**src/rtl/mode_arbiter.sv**
```systemverilog
// Mode selector for the bike-fit board: synchronises and debounces the mode switches,
// commits the lowest-index request and routes that mode's LEDs/buzzer after an ADC settle window.
module mode_arbiter #(
    parameter int unsigned NUM_MODES       = 3,
    parameter int unsigned LED_WIDTH       = 8,
    parameter int unsigned DEBOUNCE_CYCLES = 500000,
    parameter int unsigned SETTLE_CYCLES   = 64,
    parameter logic [NUM_MODES-1:0] BUZZER_EN = NUM_MODES'(1)
) (
    input  logic                           CLOCK_50,
    input  logic                           reset,
    input  logic [NUM_MODES-1:0]           mode_req,
    input  logic [NUM_MODES*LED_WIDTH-1:0] src_leds,
    input  logic [NUM_MODES-1:0]           src_buzzer,
    output logic [NUM_MODES-1:0]           adc_switch,
    output logic [LED_WIDTH-1:0]           LEDs,
    output logic                           buzzer,
    output logic [NUM_MODES-1:0]           active_mode,
    output logic                           mode_valid
);

    localparam int unsigned DB_W = $clog2(DEBOUNCE_CYCLES + 1);
    localparam int unsigned SC_W = $clog2(SETTLE_CYCLES + 1);
    localparam logic [DB_W-1:0] DB_LAST = DB_W'(DEBOUNCE_CYCLES - 1);
    localparam logic [SC_W-1:0] SC_LOAD = SC_W'(SETTLE_CYCLES - 1);

    typedef enum logic [1:0] {
        IDLE   = 2'd0,
        SWITCH = 2'd1,
        ACTIVE = 2'd2
    } state_t;

    logic [NUM_MODES-1:0] sync_q1;
    logic [NUM_MODES-1:0] sync_q2;
    logic [NUM_MODES-1:0] db_q;
    logic [DB_W-1:0]      db_cnt_q [NUM_MODES];

    logic [NUM_MODES-1:0] tgt;
    logic                 tgt_new;
    logic [LED_WIDTH-1:0] led_sel;
    logic                 buz_sel;

    state_t               state_q;
    state_t               state_d;
    logic [NUM_MODES-1:0] mode_q;
    logic [NUM_MODES-1:0] mode_d;
    logic [SC_W-1:0]      sc_q;
    logic [SC_W-1:0]      sc_d;
    logic [LED_WIDTH-1:0] leds_q;
    logic [LED_WIDTH-1:0] leds_d;
    logic                 buz_q;
    logic                 buz_d;
    logic                 valid_q;
    logic                 valid_d;

    // Two-flop synchroniser for the raw switch inputs.
    always_ff @(posedge CLOCK_50) begin
        if (reset) begin
            sync_q1 <= '0;
            sync_q2 <= '0;
        end else begin
            sync_q1 <= mode_req;
            sync_q2 <= sync_q1;
        end
    end

    // Per-switch debounce: level flips only after DEBOUNCE_CYCLES consecutive disagreeing samples.
    always_ff @(posedge CLOCK_50) begin
        if (reset) begin
            db_q <= '0;
            for (int i = 0; i < int'(NUM_MODES); i++) begin
                db_cnt_q[i] <= '0;
            end
        end else begin
            for (int i = 0; i < int'(NUM_MODES); i++) begin
                if (sync_q2[i] == db_q[i]) begin
                    db_cnt_q[i] <= '0;
                end else if (db_cnt_q[i] == DB_LAST) begin
                    db_q[i]     <= ~db_q[i];
                    db_cnt_q[i] <= '0;
                end else begin
                    db_cnt_q[i] <= db_cnt_q[i] + DB_W'(1);
                end
            end
        end
    end

    // Lowest-index debounced request wins; descending scan leaves the lowest one set.
    always_comb begin
        tgt = '0;
        for (int i = int'(NUM_MODES) - 1; i >= 0; i--) begin
            if (db_q[i]) begin
                tgt    = '0;
                tgt[i] = 1'b1;
            end
        end
    end

    assign tgt_new = (tgt != '0) && (tgt != mode_q);

    // Source mux driven by the committed one-hot mode.
    always_comb begin
        led_sel = '0;
        buz_sel = 1'b0;
        for (int i = 0; i < int'(NUM_MODES); i++) begin
            led_sel = led_sel | (src_leds[i*int'(LED_WIDTH) +: LED_WIDTH] & {LED_WIDTH{mode_q[i]}});
            buz_sel = buz_sel | (src_buzzer[i] & BUZZER_EN[i] & mode_q[i]);
        end
    end

    always_ff @(posedge CLOCK_50) begin
        if (reset) begin
            state_q <= IDLE;
            mode_q  <= '0;
            sc_q    <= '0;
            leds_q  <= '0;
            buz_q   <= 1'b0;
            valid_q <= 1'b0;
        end else begin
            state_q <= state_d;
            mode_q  <= mode_d;
            sc_q    <= sc_d;
            leds_q  <= leds_d;
            buz_q   <= buz_d;
            valid_q <= valid_d;
        end
    end

    // Next state and next registered outputs; pins are blanked unless staying in ACTIVE.
    always_comb begin
        state_d = state_q;
        mode_d  = mode_q;
        sc_d    = sc_q;
        leds_d  = '0;
        buz_d   = 1'b0;
        valid_d = 1'b0;
        case (state_q)
            IDLE: begin
                if (tgt != '0) begin
                    state_d = SWITCH;
                    mode_d  = tgt;
                    sc_d    = SC_LOAD;
                end
            end
            SWITCH: begin
                if (tgt_new) begin
                    mode_d = tgt;
                    sc_d   = SC_LOAD;
                end else if (sc_q == '0) begin
                    state_d = ACTIVE;
                    valid_d = 1'b1;
                end else begin
                    sc_d = sc_q - SC_W'(1);
                end
            end
            ACTIVE: begin
                if (tgt_new) begin
                    state_d = SWITCH;
                    mode_d  = tgt;
                    sc_d    = SC_LOAD;
                end else begin
                    valid_d = 1'b1;
                    leds_d  = led_sel;
                    buz_d   = buz_sel;
                end
            end
            default: begin
                state_d = IDLE;
                mode_d  = '0;
                sc_d    = '0;
            end
        endcase
    end

    assign adc_switch  = mode_q;
    assign active_mode = mode_q;
    assign LEDs        = leds_q;
    assign buzzer      = buz_q;
    assign mode_valid  = valid_q;

endmodule

```
**config.mk**
```make
export PLATFORM = sky130hd
export DESIGN_NAME = mode_arbiter
export DESIGN_NICKNAME = d
export VERILOG_FILES = /design/src/rtl/mode_arbiter.sv
export SDC_FILE = /design/constraint.sdc
export NUM_CORES = 1
export LEC_CHECK = 0
export ABC_CLOCK_PERIOD_IN_PS = 5700
export CELL_PAD_IN_SITES_DETAIL_PLACEMENT = 1
export CELL_PAD_IN_SITES_GLOBAL_PLACEMENT = 1
export CORE_MARGIN = 1
export CORE_UTILIZATION = 35
export DETAILED_ROUTE_END_ITERATION = 16
export GPL_ROUTABILITY_DRIVEN = 0
export PLACE_DENSITY_LB_ADDON = 0.25
export SYNTH_ARGS = -nofsm -noshare
export SYNTH_HDL_FRONTEND = slang
export SYNTH_SLANG_ARGS = --single-unit
```
**constraint.sdc**
```tcl
create_clock -name CLOCK_50 -period 5.7 [get_ports CLOCK_50]
set_input_delay 0.57 -clock CLOCK_50 [delete_from_list [all_inputs] [get_ports CLOCK_50]]
set_output_delay 0.57 -clock CLOCK_50 [all_outputs]
set_load 0.02 [all_outputs]
```
Word level (Yosys, flattened, before mapping):

Memories as Yosys holds them, arrays and structs flattened.
Index checks and enable logic that the tools add are counted.

* register bits after elaboration: 31
* RAM bits: 57
* input port bits: 32
* output and inout bits: 16
* memories: 1

Memories
* db_cnt_q: words 3, width 19, rd ports 3, clocked after Yosys merged registers in 0, wr ports 3, line 36 `logic [DB_W-1:0] db_cnt_q [NUM_MODES];`

* $add $sub $neg: 4
* equal/unequal tests: 15
* muxes and demuxes: 64
* bitwise logic cells: 22
* reductions and logical operators: 12

Operator list (number)
* $mux 19: 9
* $add 19x1->19 const B: 3
* $eq 19x19->1 const B: 3
* $mux 1: 38
* $mux 7: 4
* $and 8x8->8: 3
* $pmux 7 s3: 1
* $or 8x8->8: 2
* $mux 3: 5
* $or 1x1->1: 9
* $mux 2: 4
* $ne 2x2->1 const B: 4
* $reduce_and 2->1: 4
* $logic_not 7->1: 1
* $not 1->1: 7
* $sub 7x1->7 const B: 1
* $pmux 2 s3: 1
* $pmux 3 s2: 1
* $reduce_and 4->1: 1
* $eq 1x1->1: 3
* $ne 3x3->1: 1
* $ne 3x3->1 const B: 1
* $reduce_and 3->1: 1
* $reduce_bool 3->1: 1
* 9 further kinds: 9

Logic depth before layout (Yosys ltp):

Gate-level depths: netlist of run 1.

* depth after elaboration: 7
* mapped depth: 8
* depth with buffers taken out: 7

Least setup slack after synthesis of run 1:

OpenSTA, ideal clock, no wires.

* path kind: flip-flop to flip-flop
* start point: mem db_cnt_q[2][11] (netlist bit)
* end point: mem db_cnt_q[2][10] (netlist bit), data pin
* arrival: 1865 ps
* required time: 5443 ps
* setup slack: 3578 ps
* stages on the path, launching flop included: 8
* path buffers: 2
* clock period less this slack: 2122 ps
* cell sequence: edfxtp_1 or4b_2 nor3_1 and3_1 or2_1 buf_2 buf_2 nor2_1

RTL lines (line)
* start, declared: 36

==> out/qor.yml, run 1 <==
logic_synthesis:
  ys_ff_latch: 88
  synth_area_per_cell_um2: 10.2
  synth-edff-count: 57
  netlist_top_cells_count: "nor2_1 (83), edfxtp_1 (57), xor2_1 (33), dfxtp_1 (31), nand3_1 (28)"
  synth_area_leader_cell: "edfxtp_1"
  yosys.area.top_type_share_pct: 37.8
  syn_area_um2: 4520
  ys_seq_area_share_pct: 51.5
  ys_types: 50
  yosysMostFrequentCell: "nor2_1"
  async_reset_ff_share_pct: 0
  yosys-top-cells-area: "edfxtp_1 (38%), dfxtp_1 (14%), nor2_1 (6.9%)"
  ys.flop_type: "edfxtp_1"
  synthCells: 444
  yosysWarnings: 0
clock_network:
  cts_buffer_depth: 2
  root_buffer: "clkbuf_16"
  clkLatencyLatePin_ns: 0.34
  clk_pin_slew_ns: 0.06
  cts_tree: "done"
  postCtsResizedCells: 0
  cts_buffers: 9
  post_cts_buffers: 0
  clock-sinks: 88
  cts_max_level: 3
  ctsHoldBuffers: 0
finish:
  regArea_um2: 2330
  fin_area_um2: 5630
  area_delta_synth_final_pct: 24.4
  drive_above_1_share_pct: 3.88
  antenna_cells: 0
  multiInputGateArea_um2: 2220
  layout.nets: 577
  fillers: 1476
timing:
  drv_slew: 0
  worstMarginPinSlew_ns: 0.882
  fmax_mhz: 408
  worst_slack_ns: 3.25
  setup_viol: 0
  slew_headroom_pct: 40.4
  hold_violations: 0
  tns_ns: 0
  min_period_over_period_pct: 43.0
  fin_skew_ns: 0.00619
  grt_setup_unrepaired: "false"
  min_period_ns: 2.45
  holdWs_ns: 0.437
setup_path:
  crit_end: "db_cnt_q[0][7]"
  worstSetupEndpointType: "flop"
  critical_path.max_fanout: 19
  r2r_cells: 5
  regToRegStartpoint: "db_cnt_q[0][4]"
  worstPathArrival_ns: 2.51
  r2r_slack_ns: 3.25
  r2r_end: "db_cnt_q[0][7]"
  worst-setup-path-type: "reg -> reg"
  critical_path_required_ns: 5.77
  cp-startpoint: "db_cnt_q[0][4]"
  crit_path_start_kind: "flop"
die:
  pin_count: 48
  start_util_pct: 35.9
  die_x_um: 116
  core_area_um2: 12600
  die_height_um: 116
  die_area_um2: 13400
  row_count: 41
routing:
  vias: 3469
  vias_per_cell: 4.87
  avgRoutedWirePerCell_um: 13.3
  wirelength_mm: 9.46
  drt_iter0_drc: 148
  first_pass_iters: 4
  top_layer: "met4"
  ant_nets: 0
  drc_errors: 0
  wl_met1_mm: 4.24
  dr_wl_met3_um: 222
  met2_wirelength_mm: 4.84
placed_design:
  portBuffers: 45
  placed_cell_area_um2: 5290
  dp_slack_ns: 3.14
  dp_hpwl_mm: 6.80
pwr:
  leakage_nw: 2.02
  peakVddDrop_v: 0.000193
  power_density_nw_per_um2: 315
grt:
  grt_max_degree: 24
  grt_pass1_vias: 3555
  grt-ovfl-total: 0
  antenna_found_initial: 0
  grt_pass1_wl_mm: 16.0
  grt_usage_pct: 15.4
status:
  outcome: "complete, no violations"
job:
  cap_violations: 0
worst_hold_path:
  hp-class: "reg -> reg"
==> layout by cell type (no fill, tap or decap), types with 2 or more instances in the layout <==
cell type	count
o21ai_0	6
conb_1	57
nor2_1	83
and3_1	9
clkinv_2	2
dfxtp_1	31
clkbuf_16	9
and2_1	2
a21oi_1	4
ha_1	9
mux2i_1	6
nor4b_1	6
a221oi_1	4
nand2_1	21
a211oi_1	2
or3_1	3
nand4_1	12
o31ai_1	2
a31oi_1	3
bufinv_16	3
edfxtp_1	57
xnor2_1	23
nor4bb_1	2
nor3_1	12
xor2_1	33
clkdlybuf4s50_1	45
nand3_1	28
a222oi_1	8
and4_1	7
or4b_2	2
nor2b_1	9
nor4_1	4
inv_1	18
==> sequential cells by signal, indices dropped and copies added, names as in the netlist <==
name / cells
mode_valid: 1
buzzer: 1
db_cnt_q: 57
active_mode: 3
sc_q: 7
db_q: 3
state_q: 2
sync_q1: 3
sync_q2: 3
LEDs: 8
==> cell families (layout without fill, tap and decap cells) <==
| family | Yosys count | in the layout | share of synthesized area (%) |
|---|---|---|---|
| simple gates | 208 | 208 | 23.3 |
| other cells | 1 | 57 | 0.0829 |
| xor+xnor | 56 | 56 | 10.8 |
| fa+ha+maj | 9 | 9 | 2.49 |
| buf+inv | 39 | 80 | 4.01 |
| flops | 88 | 88 | 51.5 |
| compound gates | 37 | 37 | 6.39 |
| mux | 6 | 6 | 1.33 |
==> routing by layer <==
metal	vias up	global-route usage, %
met5	-	0
met4	0	6.15
met3	10	3.77
met2	29	27.4
met1	1712	17.6
li1	1718	-
==> worst max-delay path: stages (launching register included) <==
cell      delay [ns]
edfxtp_1        0.43
inv_1           0.09
or4b_1          0.50
nor4_1          0.41
or3_1           0.60
nor2_1          0.13
==> per-stage QoR <==
step | std cells | util, % | power [W]
floorplan | 500 | - | 0.00102
global placement | 697 | 41.9 | 0.00110
detailed placement | 697 | 41.9 | 0.00111
CTS | 713 | 44.6 | 0.00179
global route | 713 | 44.6 | 0.00186
finish | 713 | 44.6 | 0.00177
==> worst min-delay path by stage <==
stage                    start          to  slack, ns  depth (start not counted)
floorplan           sync_q1[0]  sync_q2[0]       0.41                          1
global placement    sync_q1[2]  sync_q2[2]       0.42                          1
detailed placement  sync_q1[1]  sync_q2[1]       0.43                          1
CTS                 sync_q1[2]  sync_q2[2]       0.44                          1
global route        sync_q1[1]  sync_q2[1]       0.46                          1
finish              sync_q1[2]  sync_q2[2]       0.44                          1
==> area by class of cell <==
cell class                 instances  area share, %
clock buffer                      10           4.07
multi-input combinational        373           39.4
clock inverter                     6           1.91
timing repair buffer              46           8.13
inverter                          18           1.20
tap                              172           3.82
sequential                        88           41.4
==> power by group <==
part           total [W]  switching [W]  internal (W)
Clock           0.000674       0.000247      0.000427
Sequential      0.000761      0.0000397      0.000721
Combinational   0.000338       0.000181      0.000156
Total            0.00177       0.000468       0.00130
Note: power is estimated with default switching activity, not from simulation.
==> inputs of run 2 (changes only) <==
Settings changed: ABC_CLOCK_PERIOD_IN_PS 5700 to 2450.
Clock period 5.7 ns to 2.45 ns, I/O delays scaled along.
==> run 2 against run 1 <==
Against the previous run:
- cell count up 1.3%
- total power up 120%
- count of clock-buffer cells in the layout grew 1
- routed wire length is essentially flat
- non-clock buffer count is 9 higher
- hold slack improved by 0.0098 ns
- sequential power rose by 130%
- clock skew grew 0.0030 ns
- global-route usage up 0.48 points
- critical path depth up 1
- worst setup slack got worse by 2.9 ns
- via count is 0.52% lower
- critical path type unchanged
- critical endpoint is now db_cnt_q[2][11]
- largest power group unchanged
==> out/qor.yml, run 2 (synthesis gave the netlist of run 1 again) <==
status:
  outcome: "complete, no violations"
pwr:
  cell_internal_pwr_w: 0.00287
  p_clk_share_pct: 34.6
  switching_share_pct: 27.3
  seq_power_share_pct: 44.9
  peakVddDrop_v: 0.000377
  p_switching_w: 0.00108
  power_density_nw_per_um2: 695
  leakage_nw: 2.06
  power_frac_comb_pct: 20.6
timing:
  setup_viol: 0
  worst_slack_ns: 0.310
  fmax_mhz: 467
  min_period_over_period_pct: 87.4
  tns_ns: 0
  slew_headroom_pct: 56.4
  min_period_ns: 2.14
  drv_slew: 0
  worstMarginPinSlew_ns: 0.650
  hold_violations: 0
  grt_setup_unrepaired: "false"
  fin_skew_ns: 0.00917
finish:
  largest_register_ff_count: 57
  fin_area_um2: 5680
  area_delta_synth_final_pct: 25.4
  antenna_cells: 0
  largest-register: "db_cnt_q"
  layout.nets: 586
  final_common_cell: "nor2_1"
  stdcell_count: 722
  utilization_pct: 45.0
  drive_above_1_share_pct: 4.91
  final_cell_mix: "nor2_1 (83), edfxtp_1 (57), conb_1 (57)"
setup_path:
  worst-setup-path-type: "reg -> reg"
  r2r_slack_ns: 0.31
  worstPathArrival_ns: 2.24
  critical_path_required_ns: 2.55
  crit_buf_inv: 1
  r2r_cells: 6
  worstPathCellList: "or4b_2 > nor3_1 > and3_1 > or2_1 > buf_12 > nor2_1"
  worstSetupEndpointType: "flop"
  cp_slowest_cell: "or4b_2"
  r2r_end: "db_cnt_q[2][11]"
  path_depth: 6
  critical_path.max_fanout: 18
  cp_top_family: "simple AND/OR/NAND/NOR gates"
  crit_path_start_kind: "flop"
  max_stage_delay_ns: 0.68
  regToRegStartpoint: "db_cnt_q[2][11]"
routing:
  drt_iter0_drc: 145
  vias_per_cell: 4.78
  vias: 3451
  ant_nets: 0
  first_pass_iters: 7
  avgRoutedWirePerCell_um: 13.1
  drc_errors: 0
  wirelength_mm: 9.47
die:
  die_height_um: 116
  core_area_um2: 12600
  start_util_pct: 35.9
  row_count: 41
  die_area_um2: 13400
  pin_count: 48
  die_x_um: 116
grt:
  grt_usage_pct: 15.8
  grt_pass1_vias: 3523
  grt-ovfl-total: 0
  antenna_found_initial: 0
  grt_pass1_wl_mm: 16.4
  grt_max_degree: 20
clock_network:
  root_buffer: "clkbuf_16"
  postCtsResizedCells: 0
  ctsHoldBuffers: 0
  clk_pin_slew_ns: 0.06
  clock-sinks: 88
  cts_max_level: 3
  cts_tree: "done"
  cts_buffer_depth: 2
  cts_buffers: 9
  clkLatencyLatePin_ns: 0.35
  post_cts_buffers: 0
worst_hold_path:
  hp-start: "sync_q1[0]"
  holdPathEnd: "sync_q2[0]"
  hp-class: "reg -> reg"
  min_path_cells: 1
job:
  cap_violations: 0
placed_design:
  dp_hpwl_mm: 6.87
  portBuffers: 45
  dp.cells: 706
  placed_cell_area_um2: 5390
  dp_slack_ns: 0.303
==> run 2: area by class of cell <==
| class | count | area (µm²) |
|---|---|---|
| sequential | 88 | 2330 |
| multi-input combinational | 373 | 2220 |
| fill | 1470 | 6940 |
| clock inverter | 5 | 46.3 |
| inverter | 18 | 67.6 |
| tap | 172 | 215 |
| clock buffer | 11 | 243 |
| timing repair buffer | 55 | 551 |
==> run 2: worst max-delay path by stage <==
| stage | to | start | slack, ns |
|---|---|---|---|
| 6_report | db_cnt_q[2][11] | db_cnt_q[2][11] | 0.31 |
| 5_1_grt | db_cnt_q[1][15] | db_cnt_q[1][11] | 0.11 |
| 4_1_cts | db_cnt_q[2][9] | db_cnt_q[2][11] | 0.29 |
| 3_5_place_dp | db_cnt_q[2][9] | db_cnt_q[2][11] | 0.30 |
| 3_3_place_gp | db_cnt_q[2][13] | db_cnt_q[2][11] | 0.32 |
| 2_1_floorplan | db_cnt_q[2][10] | db_cnt_q[2][11] | 0.33 |
==> run 2: stage by stage <==
stage	hold slack, ns	total power (W)
floorplan	0.368	0.00237
global placement	0.418	0.00257
detailed placement	0.434	0.00261
CTS	0.439	0.00401
global route	0.462	0.00418
finish	0.447	0.00395
==> run 2: worst register-to-register path, stage by stage, from the launching register on <==
cell	delay, ns
edfxtp_1	0.45
or4b_2	0.68
nor3_1	0.15
and3_1	0.23
or2_1	0.16
buf_12	0.15
nor2_1	0.07
==> run 2: power by group through the flow <==
stage	registers, W	logic (W)	clock network [W]
after floorplan	0.00178	0.000599	0
after global placement	0.00180	0.000777	0
after detailed placement	0.00180	0.000805	0
after CTS	0.00177	0.000812	0.00143
after global routing	0.00178	0.000921	0.00147
final	0.00177	0.000811	0.00136
==> run 2: layer usage <==
layer | share of wire, % | global-route usage [%] | wire length (µm)
met5 | 0 | 0 | 0
met4 | 2.5 | 8.72 | 238
met3 | 1.9 | 3.29 | 179
met2 | 49 | 25.7 | 4640
met1 | 47 | 19.7 | 4410
